<file path="config.mk">
export PLATFORM = sky130hd
export DESIGN_NAME = led_sequencer
export DESIGN_NICKNAME = d
export VERILOG_FILES = /design/src/rtl/led_seq_pkg.sv /design/src/rtl/led_debounce.sv /design/src/rtl/led_sequencer.sv
export SDC_FILE = /design/constraint.sdc
export NUM_CORES = 1
export LEC_CHECK = 0
export BUFFER_PORTS_ARGS = -buffer_cell sky130_fd_sc_hd__buf_4
export CAP_MARGIN = 20
export CORE_ASPECT_RATIO = 1.2
export CORE_MARGIN = 3
export CORE_UTILIZATION = 54
export CTS_CLUSTER_SIZE = 20
export DETAILED_ROUTE_END_ITERATION = 12
export PLACE_DENSITY = 0.75
export SYNTH_ARGS = -nofsm -noshare
export SYNTH_HDL_FRONTEND = slang
export SYNTH_SLANG_ARGS = --single-unit
export TNS_END_PERCENT = 1
</file>
<file path="constraint.sdc">
create_clock -name hwclk -period 1.49 [get_ports hwclk]
set_input_delay 0.298 -clock hwclk [delete_from_list [all_inputs] [get_ports hwclk]]
set_output_delay 0.298 -clock hwclk [all_outputs]
set_load 0.05 [all_outputs]
</file>
<file path="src/rtl/led_seq_pkg.sv">
// Shared definitions for the LED sequencer: mode encodings, pattern width,
// mode ordering and per-mode entry patterns.
package led_seq_pkg;

   localparam int PAT_W     = 5;
   localparam int NUM_MODES = 5;

   typedef enum logic [2:0] {
      MODE_OFF    = 3'd0,
      MODE_BLINK  = 3'd1,
      MODE_CHASE  = 3'd2,
      MODE_BOUNCE = 3'd3,
      MODE_COUNT  = 3'd4
   } mode_e;

   // Unused encodings fall back to OFF so a corrupted state self-heals.
   function automatic mode_e next_mode(input mode_e m);
      case (m)
         MODE_OFF:    next_mode = MODE_BLINK;
         MODE_BLINK:  next_mode = MODE_CHASE;
         MODE_CHASE:  next_mode = MODE_BOUNCE;
         MODE_BOUNCE: next_mode = MODE_COUNT;
         default:     next_mode = MODE_OFF;
      endcase
   endfunction

   function automatic logic [PAT_W-1:0] entry_pat(input mode_e m);
      case (m)
         MODE_CHASE, MODE_BOUNCE: entry_pat = PAT_W'(1);
         default:                 entry_pat = '0;
      endcase
   endfunction

endpackage

</file>
<file path="src/rtl/led_debounce.sv">
// Two-flop synchronizer plus counting debouncer; emits a one-cycle pulse on
// each accepted rising edge of the debounced level.
module led_debounce #(
   parameter int DEBOUNCE_CYCLES = 65536
) (
   input  logic hwclk,
   input  logic rst,
   input  logic din,
   output logic level,
   output logic rise
);

   localparam int              CW   = $clog2(DEBOUNCE_CYCLES);
   localparam logic [CW-1:0]   LAST = CW'(DEBOUNCE_CYCLES - 1);

   logic          r_sync0;
   logic          r_sync1;
   logic          r_level;
   logic          r_rise;
   logic [CW-1:0] r_cnt;

   // Any sample equal to the current level restarts the stability count.
   always_ff @(posedge hwclk) begin
      if (rst) begin
         r_sync0 <= 1'b0;
         r_sync1 <= 1'b0;
         r_level <= 1'b0;
         r_rise  <= 1'b0;
         r_cnt   <= '0;
      end else begin
         r_sync0 <= din;
         r_sync1 <= r_sync0;
         r_rise  <= 1'b0;
         if (r_sync1 != r_level) begin
            if (r_cnt == LAST) begin
               r_level <= r_sync1;
               r_rise  <= r_sync1;
               r_cnt   <= '0;
            end else begin
               r_cnt <= r_cnt + 1'b1;
            end
         end else begin
            r_cnt <= '0;
         end
      end
   end

   assign level = r_level;
   assign rise  = r_rise;

endmodule

</file>
<file path="src/rtl/led_sequencer.sv">
// Button-driven five-LED pattern sequencer with step prescaler and 16-level PWM dimming.
module led_sequencer
   import led_seq_pkg::*;
#(
   parameter int STEP_DIV        = 262144,
   parameter int DEBOUNCE_CYCLES = 65536
) (
   input  logic       hwclk,
   input  logic       rst,
   input  logic       btn,
   input  logic [3:0] brightness,
   output logic       led1,
   output logic       led2,
   output logic       led3,
   output logic       led4,
   output logic       led5,
   output logic [2:0] mode
);

   localparam int            PW        = $clog2(STEP_DIV);
   localparam logic [PW-1:0] STEP_LAST = PW'(STEP_DIV - 1);

   logic             w_adv;
   logic             w_level_unused;
   logic             w_step;
   logic             w_on;
   mode_e            r_mode;
   logic [PAT_W-1:0] r_pat;
   logic             r_dir_right;
   logic [PW-1:0]    r_presc;
   logic [3:0]       r_pwm_cnt;
   logic [3:0]       r_bright_q;
   logic [PAT_W-1:0] r_led;

   led_debounce #(.DEBOUNCE_CYCLES(DEBOUNCE_CYCLES)) u_debounce (
      .hwclk (hwclk),
      .rst   (rst),
      .din   (btn),
      .level (w_level_unused),
      .rise  (w_adv)
   );

   assign w_step = (r_presc == STEP_LAST);

   // adv has priority: it reloads the entry pattern and swallows a coincident step.
   always_ff @(posedge hwclk) begin
      if (rst) begin
         r_mode      <= MODE_OFF;
         r_pat       <= '0;
         r_dir_right <= 1'b0;
         r_presc     <= '0;
      end else if (w_adv) begin
         r_mode      <= next_mode(r_mode);
         r_pat       <= entry_pat(next_mode(r_mode));
         r_dir_right <= 1'b0;
         r_presc     <= '0;
      end else begin
         r_presc <= w_step ? '0 : r_presc + 1'b1;
         case (r_mode)
            MODE_OFF: begin
               if (w_step) r_pat <= '0;
            end
            MODE_BLINK: begin
               if (w_step) r_pat <= ~r_pat;
            end
            MODE_CHASE: begin
               if (w_step) r_pat <= {r_pat[PAT_W-2:0], r_pat[PAT_W-1]};
            end
            MODE_BOUNCE: begin
               // Direction flips on the step that lands on an end bit.
               if (w_step) begin
                  if (!r_dir_right) begin
                     r_pat <= r_pat << 1;
                     if (r_pat[PAT_W-2]) r_dir_right <= 1'b1;
                  end else begin
                     r_pat <= r_pat >> 1;
                     if (r_pat[1]) r_dir_right <= 1'b0;
                  end
               end
            end
            MODE_COUNT: begin
               if (w_step) r_pat <= r_pat + 1'b1;
            end
            default: begin
               r_mode      <= MODE_OFF;
               r_pat       <= '0;
               r_dir_right <= 1'b0;
            end
         endcase
      end
   end

   assign w_on = (r_pwm_cnt < r_bright_q);

   // Brightness is only picked up at the window boundary so a duty never tears mid-window.
   always_ff @(posedge hwclk) begin
      if (rst) begin
         r_pwm_cnt  <= '0;
         r_bright_q <= '0;
         r_led      <= '0;
      end else begin
         r_pwm_cnt <= r_pwm_cnt + 1'b1;
         if (r_pwm_cnt == 4'hF) r_bright_q <= brightness;
         r_led <= r_pat & {PAT_W{w_on}};
      end
   end

   assign led1 = r_led[0];
   assign led2 = r_led[1];
   assign led3 = r_led[2];
   assign led4 = r_led[3];
   assign led5 = r_led[4];
   assign mode = r_mode;

endmodule
</file>
==> results summary <==
From bottom edge to top edge, the die measures 85.8 microns. The clock slew seen by the registers of the worst setup and hold paths came out at 0.07 ns. For the worst flop-to-flop path, the logic depth is 5.

Once placement finished, the instance area stood at 3290 sq um. The die area came out at 6220 sq um. After global routing the overflow that remains totals 0. The remaining antenna violation count is 0. The worst-case IR drop observed on VDD is 599 uV. The highest clock rate came out at approximately 0.66 GHz. The level count of the clock H-tree is 3. The clock period minus worst slack is 1.51 ns. The number of global-route vias before repair came out at 2,524. The final routed wirelength across all metal layers came out at 6440 microns. The combined global-route utilization of all metal layers is between 20 and 25%.

At the later pin of the worst-skew pair, clock insertion delay measures 0.34 ns. Among all flip-flop cells after synthesis, the most frequent one is sky130_fd_sc_hd__dfxtp_1. The global-route wire length before repair came out at 10,900 microns. The static leakage is 1.36 nW.

The area growth from synthesis to final layout came out at 29.6%. The most critical setup path has its startpoint at r_presc[1]$_SDFF_PP0_. In this run the worst setup path terminates at r_pat[0]$_SDFFE_PP0P_. The actual slew at the worst max-slew pin came out at 0.521 ns.

The first-pass iteration count of the detailed router is 4. Setup repair after global routing could not meet its margin everywhere. The terminus of the critical flop-to-flop path is r_pat[0]$_SDFFE_PP0P_. TritonCTS built the clock tree.

Dividing total power by cell area gives a power density of roughly 900 nW/um^2. The distinct cell type count after synthesis is 52. Of the synthesized area, sequential elements account for 41.9%.

By startpoint and endpoint, the worst setup path is classified as reg2reg. The number of flip-flops and latches in the synthesized netlist is 60. The placer's final routability congestion estimate is 0.842.

The number of antenna violations at the first check in global routing came out at 0. Of the total power, the clock network draws 47.5%. Leaving out fill and tap cells, the most frequent cell in the layout is sky130_fd_sc_hd__dfxtp_1.

The final-layout fill cell count came out at 375. The cell area after layout is 3710 sq um. In the layout the commonest cells are sky130_fd_sc_hd__dfxtp_1 (54), sky130_fd_sc_hd__buf_4 (46), sky130_fd_sc_hd__nor2_1 (45), sky130_fd_sc_hd__xnor2_1 (27), sky130_fd_sc_hd__nand3_1 (17). The floorplan row count is 28.

Across the run, the number of max-cap violations was 0. The net count after synthesis is about 330. The tightest hold margin is 0.179 ns. The CTS buffer count is 9. The worst register-to-register path begins at r_presc[1]$_SDFF_PP0_.

The maximum clock skew at final layout came out at 0.00648 ns. The pin count of the biggest net entering global routing came out at 19. The synthesized area per cell is approximately 9.0 sq um.

After clock tree synthesis, the flow added hold-fix buffers numbering 0. The register share of total power came out at 48.7%. The number of enable-type register cells in the synthesized netlist came out at 0.

The final critical-path setup slack came out at -0.0187 ns. The clock tree buffer depth came out at 2. The final count of hold timing violations is 0.

During placement, the flow inserted port buffers numbering 14. The diode insertion count for antenna repair came out at 0. The checks that failed: negative setup slack. The tightest min-delay check is of the in2reg type. The count of synthesis-stage warnings from yosys came out at 0. In the finished design, the share of the clock period the worst path needs comes to 101%. The fraction of power spent switching nets came out at 21.8%. The count of clock tree sinks came out at 60.

In this run, the number of DRC markers left after iteration 0 of detailed routing was 77. The final routed wire length divided by cell count came out at 14.9 microns. The capturing element type of the critical path is a flop. The die outline width came out at 72.5 microns. The number of setup violations in the final report is 1.

Data on the critical path arrives at its endpoint at between 1.5 and 2 ns. The total area inside the core boundary comes to 5040 sq um. The count of vias placed by the detailed router came out at between 2k and 2.5k. The number of placed I/O pins is 15. The number of slew-limit violations in the final report was 0.

The top fanout value on the critical path is 8. The share of synthesized registers carrying an async set or reset is 0%. The library cell used as clock root buffer is sky130_fd_sc_hd__clkbuf_8. The setup check on the worst reg-to-reg path leaves a slack of -0.02 ns. The worst relative slew slack is 65.3%. The number of design rule violations left after detail routing is 0. The fraction of layout instances using a drive strength above 1 came out at 27.2%.

The post-synthesis cell area is 2860 sq um. The estimated wirelength of the detail-placed design came out at 4190 microns. Counting every instance in the synthesized netlist gives 319. The internal portion of total power is 2.63 mW. Dividing the detail-routed via count by the number of cells gives 5.64. The required time at the worst-slack endpoint came out at 1.75 ns. The kind of start point of the critical path is a flop. In this run, the combinational gates consume 3.9% of the power. The count of nets after finishing came out at 381. The switching power total is roughly 0.73 mW. The flow ran to the end, but the final reports show violations. The effective utilization at floorplan is 56.8%.
==> synthesized netlist by cell type, drive strengths merged (2+ instances only) <==
cell type	n	area share [%]
nor3	11	2.3
nor2	46	6.0
a2111oi	6	1.8
inv	17	2.2
a311oi	3	0.92
a21o	3	0.79
o22a	3	0.92
buf	5	1.5
o21ai	4	0.70
nand2	14	1.8
nor4	10	2.6
xor2	6	1.8
ha	7	3.1
nand4	9	2.2
or3	2	0.44
nand3b	3	0.79
a21oi	10	1.9
xnor2	27	8.3
mux2i	10	3.5
or2	2	0.44
nor2b	5	1.1
dfxtp	60	42
and4	2	0.70
and3	4	1.0
nand3	17	3.0
or3b	2	0.70
a211o	2	0.61
a211oi	2	0.52
clkbuf	8	1.0
nand2b	7	1.5
==> cell families (layout without fill, tap and decap cells) <==
logic type,after synthesis,in the layout,synth area share [%]
and+or+nand+nor,135,135,25.0
DFF,60,60,41.9
AOI/OAI and AO/OA,43,43,11.2
xor gates and xnor gates,33,33,10.1
buffers and inverters,30,83,4.76
muxes,11,11,3.89
adders and majority gates,7,7,3.06
==> worst min path at each step <==
stage,end,slack (ns),start,depth (start not counted)
final,r_pat[0]$_SDFFE_PP0P_,0.18,rst,2
after floorplan,r_presc[0]$_SDFF_PP0_,0.41,r_presc[0]$_SDFF_PP0_,1
after CTS,u_debounce.r_sync0$_SDFF_PP0_,0.15,btn,2
after global routing,r_pat[0]$_SDFFE_PP0P_,0.17,rst,2
after global placement,u_debounce.r_sync1$_SDFF_PP0_,0.42,u_debounce.r_sync0$_SDFF_PP0_,1
after detailed placement,u_debounce.r_cnt[0]$_SDFF_PP0_,0.44,u_debounce.r_cnt[0]$_SDFF_PP0_,1
==> metal layers <==
metal | up-vias | GRT usage (%) | share of wire [%]
li1 | 1221 | - | -
met1 | 1160 | 24.9 | 43
met2 | 44 | 39.1 | 52
met3 | 12 | 4.69 | 3.2
met4 | 0 | 11.6 | 2.0
met5 | - | 0 | 0
==> area by class of cell <==
| type | count | area, sq um | area share (%) |
|---|---|---|---|
| flip-flops and latches | 60 | 1220 | 32.8 |
| well taps | 60 | 75.1 | 2.02 |
| inverters | 17 | 63.8 | 1.72 |
| repair buffers | 50 | 417 | 11.2 |
| clock inverters | 3 | 41.3 | 1.11 |
| multi-input cells | 229 | 1720 | 46.3 |
| clock buffers | 13 | 179 | 4.82 |
==> per-stage QoR <==
step	setup TNS, ns	setup slack, ns	instances	utilization [%]	total power, mW
2_1_floorplan	-0.0799	-0.0461	319	-	1.73
3_3_place_gp	0	0.0142	414	65.2	1.76
3_5_place_dp	-0.201	-0.101	414	65.2	1.77
4_1_cts	-0.0215	-0.0144	430	70.9	3.37
5_1_grt	-0.584	-0.0801	432	73.6	3.48
6_report	-0.0187	-0.0187	432	73.6	3.36
==> critical path: stages, from the launching register on <==
cell and delay [ns]:
sky130_fd_sc_hd__dfxtp_4 0.36, sky130_fd_sc_hd__ha_4 0.16, sky130_fd_sc_hd__and3_4 0.17, sky130_fd_sc_hd__and3_4 0.20
sky130_fd_sc_hd__a211o_1 0.30, sky130_fd_sc_hd__a211oi_2 0.23
==> power by group through the flow <==
stage,Sequential (mW),Combinational (mW),Clock (mW)
after global routing,1.64,0.145,1.69
after floorplan,1.67,0.0600,0
after CTS,1.64,0.117,1.62
after detailed placement,1.67,0.0990,0
after global placement,1.67,0.0952,0
final,1.64,0.130,1.60
==> repair_timing <==
action                     4_1_cts  5_1_grt
setup endpoints to repair        7       42
pin swaps                        0       12
buffers inserted                 0        2
resized for setup               14       18
==> flip-flops by register name, summed over array words and instances (netlist names) <==
name                count
r_dir_right             1
u_debounce.rise         1
r_bright_q              4
r_led                   5
u_debounce.r_sync0      1
mode                    3
r_pat                   5
r_pwm_cnt               4
u_debounce.level        1
u_debounce.r_sync1      1
r_presc                18
u_debounce.r_cnt       16
Note: power is estimated with default switching activity, not from simulation.
